<file path="config.mk">
export PLATFORM = sky130hd
export DESIGN_NAME = serial_addsub_flat
export DESIGN_NICKNAME = d
export VERILOG_FILES = /design/src/rtl/serial_addsub_if.sv /design/src/rtl/serial_addsub.sv /design/src/flat_wrapper.sv
export SDC_FILE = /design/constraint.sdc
export NUM_CORES = 1
export LEC_CHECK = 0
export BUFFER_PORTS_ARGS = -buffer_cell sky130_fd_sc_hd__buf_2
export CAP_MARGIN = 20
export CORE_ASPECT_RATIO = 0.6
export CORE_MARGIN = 2
export CORE_UTILIZATION = 45
export CTS_BUF_LIST = sky130_fd_sc_hd__clkbuf_4
export DETAILED_ROUTE_END_ITERATION = 10
export GPL_ROUTABILITY_DRIVEN = 1
export PLACE_DENSITY = 0.76
export SLEW_MARGIN = 25
export SYNTH_ARGS = -nofsm -noshare
export SYNTH_HDL_FRONTEND = slang
export SYNTH_SLANG_ARGS = --single-unit
</file>
<file path="constraint.sdc">
create_clock -name Clk -period 1.71 [get_ports Clk]
set_clock_uncertainty 0.2 [all_clocks]
set_input_delay 0.342 -clock Clk [delete_from_list [all_inputs] [get_ports Clk]]
set_output_delay 0.342 -clock Clk [all_outputs]
set_load 0.01 [all_outputs]
</file>
<file path="src/rtl/serial_addsub_if.sv">
// Handshake and operand/result bundle for serial_addsub.
// The Zero flag is present only when SERIAL_ADDSUB_ZERO_FLAG_EN is defined.
interface serial_addsub_if #(
  parameter int WIDTH = 8
);
  logic             Start;
  logic             Sub;
  logic [WIDTH-1:0] A;
  logic [WIDTH-1:0] B;
  logic             Cin;
  logic             Busy;
  logic             Done;
  logic [WIDTH-1:0] Sum;
  logic             Cout;
  logic             Ovf;
`ifdef SERIAL_ADDSUB_ZERO_FLAG_EN
  logic             Zero;

  modport master (
    output Start, Sub, A, B, Cin,
    input  Busy, Done, Sum, Cout, Ovf, Zero
  );
  modport slave (
    input  Start, Sub, A, B, Cin,
    output Busy, Done, Sum, Cout, Ovf, Zero
  );
`else
  modport master (
    output Start, Sub, A, B, Cin,
    input  Busy, Done, Sum, Cout, Ovf
  );
  modport slave (
    input  Start, Sub, A, B, Cin,
    output Busy, Done, Sum, Cout, Ovf
  );
`endif
endinterface

</file>
<file path="src/rtl/serial_addsub.sv">
// Digit-serial add/subtract, DIGIT bits per clock LSB first, Start/Busy/Done handshake.
// Optional Zero result flag enabled by SERIAL_ADDSUB_ZERO_FLAG_EN.
// state | meaning
// IDLE  | waiting for Start; Sum/Cout/Ovf hold the last result
// RUN   | one digit per clock; result lands on step STEPS-1
module serial_addsub #(
  parameter int WIDTH = 8,
  parameter int DIGIT = 1
) (
  input  logic          Clk,
  input  logic          Reset,
  serial_addsub_if.slave bus
);
  localparam int STEPS = WIDTH / DIGIT;
  localparam int CW    = (STEPS > 1) ? $clog2(STEPS) : 1;

  typedef enum logic {IDLE = 1'b0, RUN = 1'b1} state_e;

  state_e           state_q, state_d;
  logic [WIDTH-1:0] a_sr_q, a_sr_d;
  logic [WIDTH-1:0] b_sr_q, b_sr_d;
  logic [WIDTH-1:0] res_q, res_d;
  logic [WIDTH-1:0] sum_q, sum_d;
  logic [CW-1:0]    cnt_q, cnt_d;
  logic             c_q, c_d;
  logic             cout_q, cout_d;
  logic             ovf_q, ovf_d;
  logic             done_q, done_d;
`ifdef SERIAL_ADDSUB_ZERO_FLAG_EN
  logic             zero_q, zero_d;
`endif

  logic [DIGIT-1:0] dig_sum;
  logic             dig_cout;
  logic             dig_cmsb;
  logic             busy;
  logic             accept;
  logic             last_step;

  always_ff @(posedge Clk) begin
    if (Reset) state_q <= IDLE;
    else       state_q <= state_d;
  end

  always_comb begin
    state_d = state_q;
    case (state_q)
      IDLE:    if (bus.Start) state_d = RUN;
      RUN:     if (last_step) state_d = IDLE;
      default: state_d = IDLE;
    endcase
  end

  always_comb begin
    busy      = (state_q == RUN);
    accept    = (state_q == IDLE) && bus.Start;
    last_step = (state_q == RUN) && (cnt_q == CW'(STEPS - 1));
  end

  // Digit ripple; dig_cmsb is the carry into the digit's top bit, which on the
  // final step is the carry into bit WIDTH-1 needed for overflow.
  always_comb begin
    logic carry;
    carry    = c_q;
    dig_cmsb = c_q;
    dig_sum  = '0;
    for (int i = 0; i < DIGIT; i++) begin
      if (i == DIGIT - 1) dig_cmsb = carry;
      dig_sum[i] = a_sr_q[i] ^ b_sr_q[i] ^ carry;
      carry      = (a_sr_q[i] & b_sr_q[i]) | (carry & (a_sr_q[i] ^ b_sr_q[i]));
    end
    dig_cout = carry;
  end

  always_comb begin
    a_sr_d = a_sr_q;
    b_sr_d = b_sr_q;
    res_d  = res_q;
    cnt_d  = cnt_q;
    c_d    = c_q;
    sum_d  = sum_q;
    cout_d = cout_q;
    ovf_d  = ovf_q;
    done_d = 1'b0;
`ifdef SERIAL_ADDSUB_ZERO_FLAG_EN
    zero_d = zero_q;
`endif
    if (accept) begin
      a_sr_d = bus.A;
      b_sr_d = bus.Sub ? ~bus.B : bus.B;
      c_d    = bus.Sub | bus.Cin;
      cnt_d  = '0;
      res_d  = '0;
    end else if (busy) begin
      a_sr_d = a_sr_q >> DIGIT;
      b_sr_d = b_sr_q >> DIGIT;
      res_d  = res_q >> DIGIT;
      res_d[WIDTH-1 -: DIGIT] = dig_sum;
      c_d    = dig_cout;
      cnt_d  = cnt_q + 1'b1;
      if (last_step) begin
        sum_d  = res_d;
        cout_d = dig_cout;
        ovf_d  = dig_cmsb ^ dig_cout;
        done_d = 1'b1;
`ifdef SERIAL_ADDSUB_ZERO_FLAG_EN
        zero_d = (res_d == '0);
`endif
      end
    end
  end

  always_ff @(posedge Clk) begin
    if (Reset) begin
      a_sr_q <= '0;
      b_sr_q <= '0;
      res_q  <= '0;
      cnt_q  <= '0;
      c_q    <= 1'b0;
      sum_q  <= '0;
      cout_q <= 1'b0;
      ovf_q  <= 1'b0;
      done_q <= 1'b0;
`ifdef SERIAL_ADDSUB_ZERO_FLAG_EN
      zero_q <= 1'b0;
`endif
    end else begin
      a_sr_q <= a_sr_d;
      b_sr_q <= b_sr_d;
      res_q  <= res_d;
      cnt_q  <= cnt_d;
      c_q    <= c_d;
      sum_q  <= sum_d;
      cout_q <= cout_d;
      ovf_q  <= ovf_d;
      done_q <= done_d;
`ifdef SERIAL_ADDSUB_ZERO_FLAG_EN
      zero_q <= zero_d;
`endif
    end
  end

  assign bus.Busy = busy;
  assign bus.Done = done_q;
  assign bus.Sum  = sum_q;
  assign bus.Cout = cout_q;
  assign bus.Ovf  = ovf_q;
`ifdef SERIAL_ADDSUB_ZERO_FLAG_EN
  assign bus.Zero = zero_q;
`endif

endmodule

</file>
<file path="src/flat_wrapper.sv">
// flat-port wrapper written by rule: the top's interface ports become plain ports
module serial_addsub_flat 
#(
  parameter int WIDTH = 8,
  parameter int DIGIT = 1
)
  (Clk, Reset, bus_Start, bus_Sub, bus_A, bus_B, bus_Cin, bus_Busy, bus_Done, bus_Sum, bus_Cout, bus_Ovf);
  serial_addsub_if #(.WIDTH(WIDTH)) bus_i ();
  input  logic Clk;
  input  logic Reset;
  input wire logic [$bits(bus_i.Start)-1:0] bus_Start;
  input wire logic [$bits(bus_i.Sub)-1:0] bus_Sub;
  input wire logic [$bits(bus_i.A)-1:0] bus_A;
  input wire logic [$bits(bus_i.B)-1:0] bus_B;
  input wire logic [$bits(bus_i.Cin)-1:0] bus_Cin;
  output wire logic [$bits(bus_i.Busy)-1:0] bus_Busy;
  output wire logic [$bits(bus_i.Done)-1:0] bus_Done;
  output wire logic [$bits(bus_i.Sum)-1:0] bus_Sum;
  output wire logic [$bits(bus_i.Cout)-1:0] bus_Cout;
  output wire logic [$bits(bus_i.Ovf)-1:0] bus_Ovf;
  assign bus_i.Start = bus_Start;
  assign bus_i.Sub = bus_Sub;
  assign bus_i.A = bus_A;
  assign bus_i.B = bus_B;
  assign bus_i.Cin = bus_Cin;
  assign bus_Busy = bus_i.Busy;
  assign bus_Done = bus_i.Done;
  assign bus_Sum = bus_i.Sum;
  assign bus_Cout = bus_i.Cout;
  assign bus_Ovf = bus_i.Ovf;
  serial_addsub #(.WIDTH(WIDTH), .DIGIT(DIGIT)) u_core (.Clk(Clk), .Reset(Reset), .bus(bus_i));
endmodule
</file>
==> impl_metrics.py, run 1 <==
metrics = {
    "placed_design": {
        "port-buffer-count": 32,
        "dp_hpwl_mm": 2.134,
        "gp_congestion": 0.7405,
    },
    "floorplanning": {
        "ios": 33,
        "die-area_um2": 4501,
        "die_y_um": 52.78,
        "core_um2": 3744,
        "rows": 17,
        "die_w_um": 85.29,
        "start_util_pct": 47.66,
    },
    "cts": {
        "cts_setup_buffers": 0,
        "cts_tree": "yes",
        "clockBufferDepth": 2,
        "ctsHtreeMaxLevel": 2,
        "cts_made_buffers": 5,
        "cts_sinks": 39,
        "clk_latency_ns": 0.34,
        "cts-root-buf": "clkbuf_4",
        "cts_resized": 0,
        "cts-hold-fix-buffers": 0,
        "clk_pin_slew_worst_paths_ns": 0.11,
    },
    "worst_setup_path": {
        "crit_path_start": "u_core.cnt_q[0]$_SDFFE_PP0P_",
        "cp.arrival_ns": 1.61,
        "cp_max_fo": 11,
        "cp-start-kind": "flip-flop",
        "worstPathRequired_ns": 1.79,
        "crit_type": "reg2reg",
        "critical_path.endpoint_type": "flip-flop",
        "rr_startpoint": "u_core.cnt_q[0]$_SDFFE_PP0P_",
    },
    "final_layout": {
        "diodes": 0,
        "drive_gt1_share_pct": 28.43,
        "num-nets-final": 228,
        "area_delta_synth_final_pct": 12.34,
    },
    "drt": {
        "drc": 0,
        "routed_wl_mm": 3.192,
        "ant_nets": 0,
        "dr.first_iter.drc_count": 51,
        "viasPerCell": 5.287,
        "first_pass_iters": 4,
        "wl_per_cell_um": 12.72,
        "vias": 1327,
    },
    "logic_synthesis": {
        "syn_area_um2": 1784,
        "synth.largest_area_cell": "dfxtp_1",
        "ys_types": 28,
        "yosysTopAreaCellShare_pct": 43.76,
        "synth_simple_gate_area_share_pct": 16.34,
        "synthCells": 175,
        "synth_seq_area_share_pct": 43.76,
        "synth_compound_area_share_pct": 16.62,
        "synth_fa_ha_area_share_pct": 2.525,
        "syn-num-nets": 199,
        "syn_avg_cell_area_um2": 10.20,
        "synth_area_leaders": "dfxtp_1 (44%), mux2i_1 (9.5%), a21bo_2 (5.0%)",
        "synth_top_family_by_area": "compound AO/OA/AOI/OAI gates",
        "synthXorXnorAreaFrac_pct": 4.909,
        "synthMuxAreaShare_pct": 9.537,
        "ys_ff_latch": 39,
        "yosysWarnings": 0,
    },
    "timing": {
        "maxSlewViolCount": 0,
        "setup_violations": 0,
        "hold_ws_ns": 0.09441,
        "tns_ns": 0,
        "period_share_pct": 89.75,
        "finalHoldViolations": 0,
        "period_minus_slack_ns": 1.535,
        "fmax_ghz": 0.6516,
        "tightest_slew_ns": 0.2957,
        "rsz0062_at_grt": "false",
        "max_slew_margin_pct": 80.29,
    },
    "pwr": {
        "p_total_mw": 1.627,
        "power.density_nw_per_um2": 811.8,
        "ir_drop_mv": 0.4435,
        "p_leak_nw": 0.8034,
    },
    "global_routing": {
        "grt_pass1_wl_mm": 5.533,
        "grt_start_max_net_pins": 25,
        "overflow": 0,
        "grt.total_usage_pct": 16.01,
        "first_global_vias": 1222,
        "antenna_found_initial": 0,
    },
    "run_status": {
        "outcome": "finished, final reports clean",
    },
    "run": {
        "max_cap_viol_count": 0,
    },
    "min_path": {
        "holdCritStartpoint": "bus_A[7]",
        "hold_class": "in2reg",
    },
}
==> logic make-up (layout without fill, tap and decap cells) <==
| group | after synthesis | count (layout) |
|---|---|---|
| AO/OA/AOI/OAI | 37 | 37 |
| adder cells (fa/ha/maj) | 3 | 3 |
| XOR/XNOR | 10 | 10 |
| multiplexers | 17 | 17 |
| AND/OR/NAND/NOR | 50 | 50 |
| flip-flops | 39 | 39 |
| buffers and inverters | 19 | 48 |
==> final cells by class <==
| class | count | area, um2 |
|---|---|---|
| Fill cell | 347 | 1739 |
| Multi-Input combinational cell | 117 | 890.9 |
| Sequential cell | 39 | 784.5 |
| Timing Repair Buffer | 40 | 220.2 |
| Tap cell | 47 | 58.81 |
| Clock buffer | 5 | 37.54 |
| Clock inverter | 2 | 8.758 |
| Inverter | 1 | 3.754 |
==> cells in the mapped netlist <==
cell type / instances
nor3b_1: 1
buf_6: 3
nand3_1: 9
a2111oi_2: 1
or3b_1: 1
buf_1: 1
buf_4: 3
o41ai_1: 1
dfxtp_1: 39
a21bo_2: 9
nor3_1: 11
a311oi_1: 1
xnor2_1: 10
nor2_1: 3
nand2_1: 8
buf_2: 6
a211oi_1: 7
clkbuf_1: 5
a21oi_1: 10
fa_1: 1
inv_1: 1
nor2b_1: 9
nand3b_1: 1
o221ai_1: 7
ha_1: 2
mux2i_1: 17
o21ba_2: 1
or4b_1: 7
==> per-layer routing <==
layer | vias up | share of wire (%) | track usage, %
met1 | 600 | 52 | 21.63
li1 | 690 | - | -
met5 | - | 0 | 0
met4 | 0 | 0.97 | 6.349
met3 | 5 | 5.3 | 4.724
met2 | 32 | 42 | 24.09
==> critical path, cell delays in order (launching register included) <==
cell and delay, ns:
dfxtp_1 0.34, ha_1 0.21, ha_1 0.20, buf_4 0.18
a21bo_2 0.21, a21oi_1 0.14
==> cell usage in the layout (no fill, tap or decap), types with 8 or more instances in the layout <==
cell	count
dfxtp_1	38
buf_2	32
mux2i_1	17
nor3_1	11
a21oi_1	10
xnor2_1	10
nand3_1	9
a21bo_2	9
nor2b_1	9
nand2_1	8
buf_4	8
==> final timing paths <==
kind	slack, ns	depth (start not counted)	end
min reg2reg	0.29	2	u_core.bus.Sum[0]$_SDFFE_PP0P_
max reg2reg	0.18	5	u_core.bus.Sum[3]$_SDFFE_PP0P_
min	0.09	3	u_core.a_sr_q[7]$_SDFFE_PP0P_
max	0.18	5	u_core.bus.Sum[3]$_SDFFE_PP0P_
==> flip-flops by register name, summed over array words and instances, names as in the netlist <==
name,count
u_core.bus.Done,1
u_core.bus.Busy,1
u_core.a_sr_q,8
u_core.c_q,1
u_core.bus.Sum,8
u_core.b_sr_q,8
u_core.bus.Ovf,1
u_core.bus.Cout,1
u_core.res_q,7
u_core.cnt_q,3
==> where the power goes <==
group	switching, mW	internal [mW]
registers	0.0328	0.949
clock network	0.281	0.146
logic	0.113	0.106
==> metrics by stage <==
stage	std cells	util, %	instance area (um2)	setup WS (ns)
2_1_floorplan	175	-	1784	0.1827
3_3_place_gp	244	52.24	1956	0.2051
3_5_place_dp	244	52.24	1956	0.1639
4_1_cts	251	53.48	2002	0.05554
5_1_grt	251	53.54	2004	0.07335
6_report	251	53.54	2004	0.1754
Power figures use the tool's default switching activity.
==> run 2: changes to the inputs <==
--- a/config.mk
+++ b/config.mk
@@ -14,6 +14,7 @@
 export DETAILED_ROUTE_END_ITERATION = 10
 export GPL_ROUTABILITY_DRIVEN = 1
 export PLACE_DENSITY = 0.76
+export REMOVE_ABC_BUFFERS = 1
 export SLEW_MARGIN = 25
 export SYNTH_ARGS = -nofsm -noshare
 export SYNTH_HDL_FRONTEND = slang
==> impl_metrics.py, run 2 (synthesis results as in run 1) <==
metrics = {
    "cts": {
        "cts_sinks": 39,
        "cts-root-buf": "clkbuf_4",
        "cts_tree": "yes",
        "clk_pin_slew_worst_paths_ns": 0.12,
        "clk_latency_ns": 0.33,
        "cts_made_buffers": 5,
        "cts-hold-fix-buffers": 0,
        "ctsHtreeMaxLevel": 2,
        "clockBufferDepth": 2,
    },
    "floorplanning": {
        "start_util_pct": 47.66,
        "core_um2": 3744,
        "rows": 17,
        "ios": 33,
        "die-area_um2": 4501,
        "die_w_um": 85.29,
        "die_y_um": 52.78,
    },
    "global_routing": {
        "overflow": 0,
        "grt.total_usage_pct": 16.39,
        "first_global_vias": 1235,
        "antenna_found_initial": 0,
        "grt_pass1_wl_mm": 5.747,
        "grt_start_max_net_pins": 32,
    },
    "pwr": {
        "power_frac_comb_pct": 14.4,
        "p_int_mw": 1.215,
        "p_switching_mw": 0.4463,
        "clockPowerShare_pct": 26.8,
        "swShare_pct": 26.87,
        "ir_drop_mv": 0.4233,
        "power.density_nw_per_um2": 818.0,
        "p_total_mw": 1.661,
        "seq_power_share_pct": 58.8,
        "p_leak_nw": 0.8103,
    },
    "run_status": {
        "outcome": "finished, final reports clean",
    },
    "drt": {
        "wl_per_cell_um": 13.47,
        "routed_wl_mm": 3.408,
        "drc": 0,
        "first_pass_iters": 4,
        "vias": 1352,
        "ant_nets": 0,
        "viasPerCell": 5.344,
        "dr.first_iter.drc_count": 37,
    },
    "worst_setup_path": {
        "cp_max_fo": 27,
        "cp.arrival_ns": 1.03,
        "critical_path.endpoint_type": "primary output",
        "cp-start-kind": "flip-flop",
        "worstPathRequired_ns": 1.17,
        "crit_type": "reg2out",
    },
    "final_layout": {
        "final_common_cell": "dfxtp_1",
        "nFillCells": 371,
        "final_cell_mix": "dfxtp_1 (38), buf_2 (32), mux2i_1 (17)",
        "finalNonFillerCells": 253,
        "multi_input_area_um2": 890.9,
        "drive_gt1_share_pct": 28.64,
        "final_cell_area_um2": 2031,
        "diodes": 0,
        "area_delta_synth_final_pct": 13.82,
        "seq_area_um2": 784.5,
        "num-nets-final": 229,
    },
    "timing": {
        "period_minus_slack_ns": 1.573,
        "setup_violations": 0,
        "tightest_slew_ns": 0.3286,
        "hold_ws_ns": 0.09190,
        "maxSlewViolCount": 0,
        "rsz0062_at_grt": "false",
        "finalHoldViolations": 0,
        "max_slew_margin_pct": 78.09,
        "fmax_ghz": 0.6356,
        "period_share_pct": 92.01,
        "worst_slack_ns": 0.1366,
    },
    "placed_design": {
        "port-buffer-count": 32,
        "dp_hpwl_mm": 2.320,
        "gp_congestion": 0.7523,
        "dp.cells": 244,
        "place_area_um2": 1968,
        "dpl_worst_slack_ns": 0.1326,
    },
    "run": {
        "max_cap_viol_count": 0,
    },
    "min_path": {
        "hold_class": "in2reg",
    },
}
run 2: changes by cell type in the layout (fill, tap and decap cells not counted), sizes merged:
cell      before  now
buf           40   41
clkinvlp       0    1
run 2: critical path, stage by stage, from the launching register on:
cell and delay [ns]:
dfxtp_4 0.37, buf_12 0.17, buf_2 0.15
run 2: power groups by stage:
stage / clock, mW / sequential (mW) / combinational, mW
CTS: 0.463 / 0.976 / 0.241
finish: 0.445 / 0.976 / 0.240
global placement: 0 / 1.00 / 0.223
global route: 0.491 / 0.981 / 0.265
detailed placement: 0 / 1.00 / 0.229
floorplan: 0 / 1.01 / 0.114
run 2: worst paths after layout:
path	start	to	slack [ns]	cells after the start
setup / recovery	u_core.bus.Busy$_SDFF_PP0_	bus_Busy	0.14	2
hold / removal	bus_A[7]	u_core.a_sr_q[7]$_SDFFE_PP0P_	0.09	3
setup reg to reg	u_core.cnt_q[0]$_SDFFE_PP0P_	u_core.bus.Sum[4]$_SDFFE_PP0P_	0.15	5
hold reg to reg	u_core.res_q[1]$_SDFFE_PP0P_	u_core.bus.Sum[0]$_SDFFE_PP0P_	0.29	2
run 2: final cells by class:
type                            instances  area share [%]
Sequential cell                        39           38.63
Timing Repair Buffer                   41           11.83
Multi-Input combinational cell        117           43.87
Inverter                                1          0.1848
Clock inverter                          3          0.7394
Tap cell                               47           2.896
Clock buffer                            5           1.848
run 2: through the flow:
step | setup TNS (ns) | utilization (%)
floorplan | -16.03 | -
global placement | 0 | 52.57
detailed placement | 0 | 52.57
CTS | 0 | 54.24
global route | 0 | 54.24
finish | 0 | 54.24
run 2: per-layer routing:
layer	routed length, um	up-vias	global-route usage (%)
li1	-	695	-
met1	1706	623	21.89
met2	1523	32	25.91
met3	172	2	5.197
met4	5	0	3.968
met5	0	-	0
run 2: repair_timing:
item	CTS	global route
resized for setup	1	0
setup endpoints to repair	1	0
buffers inserted	1	0
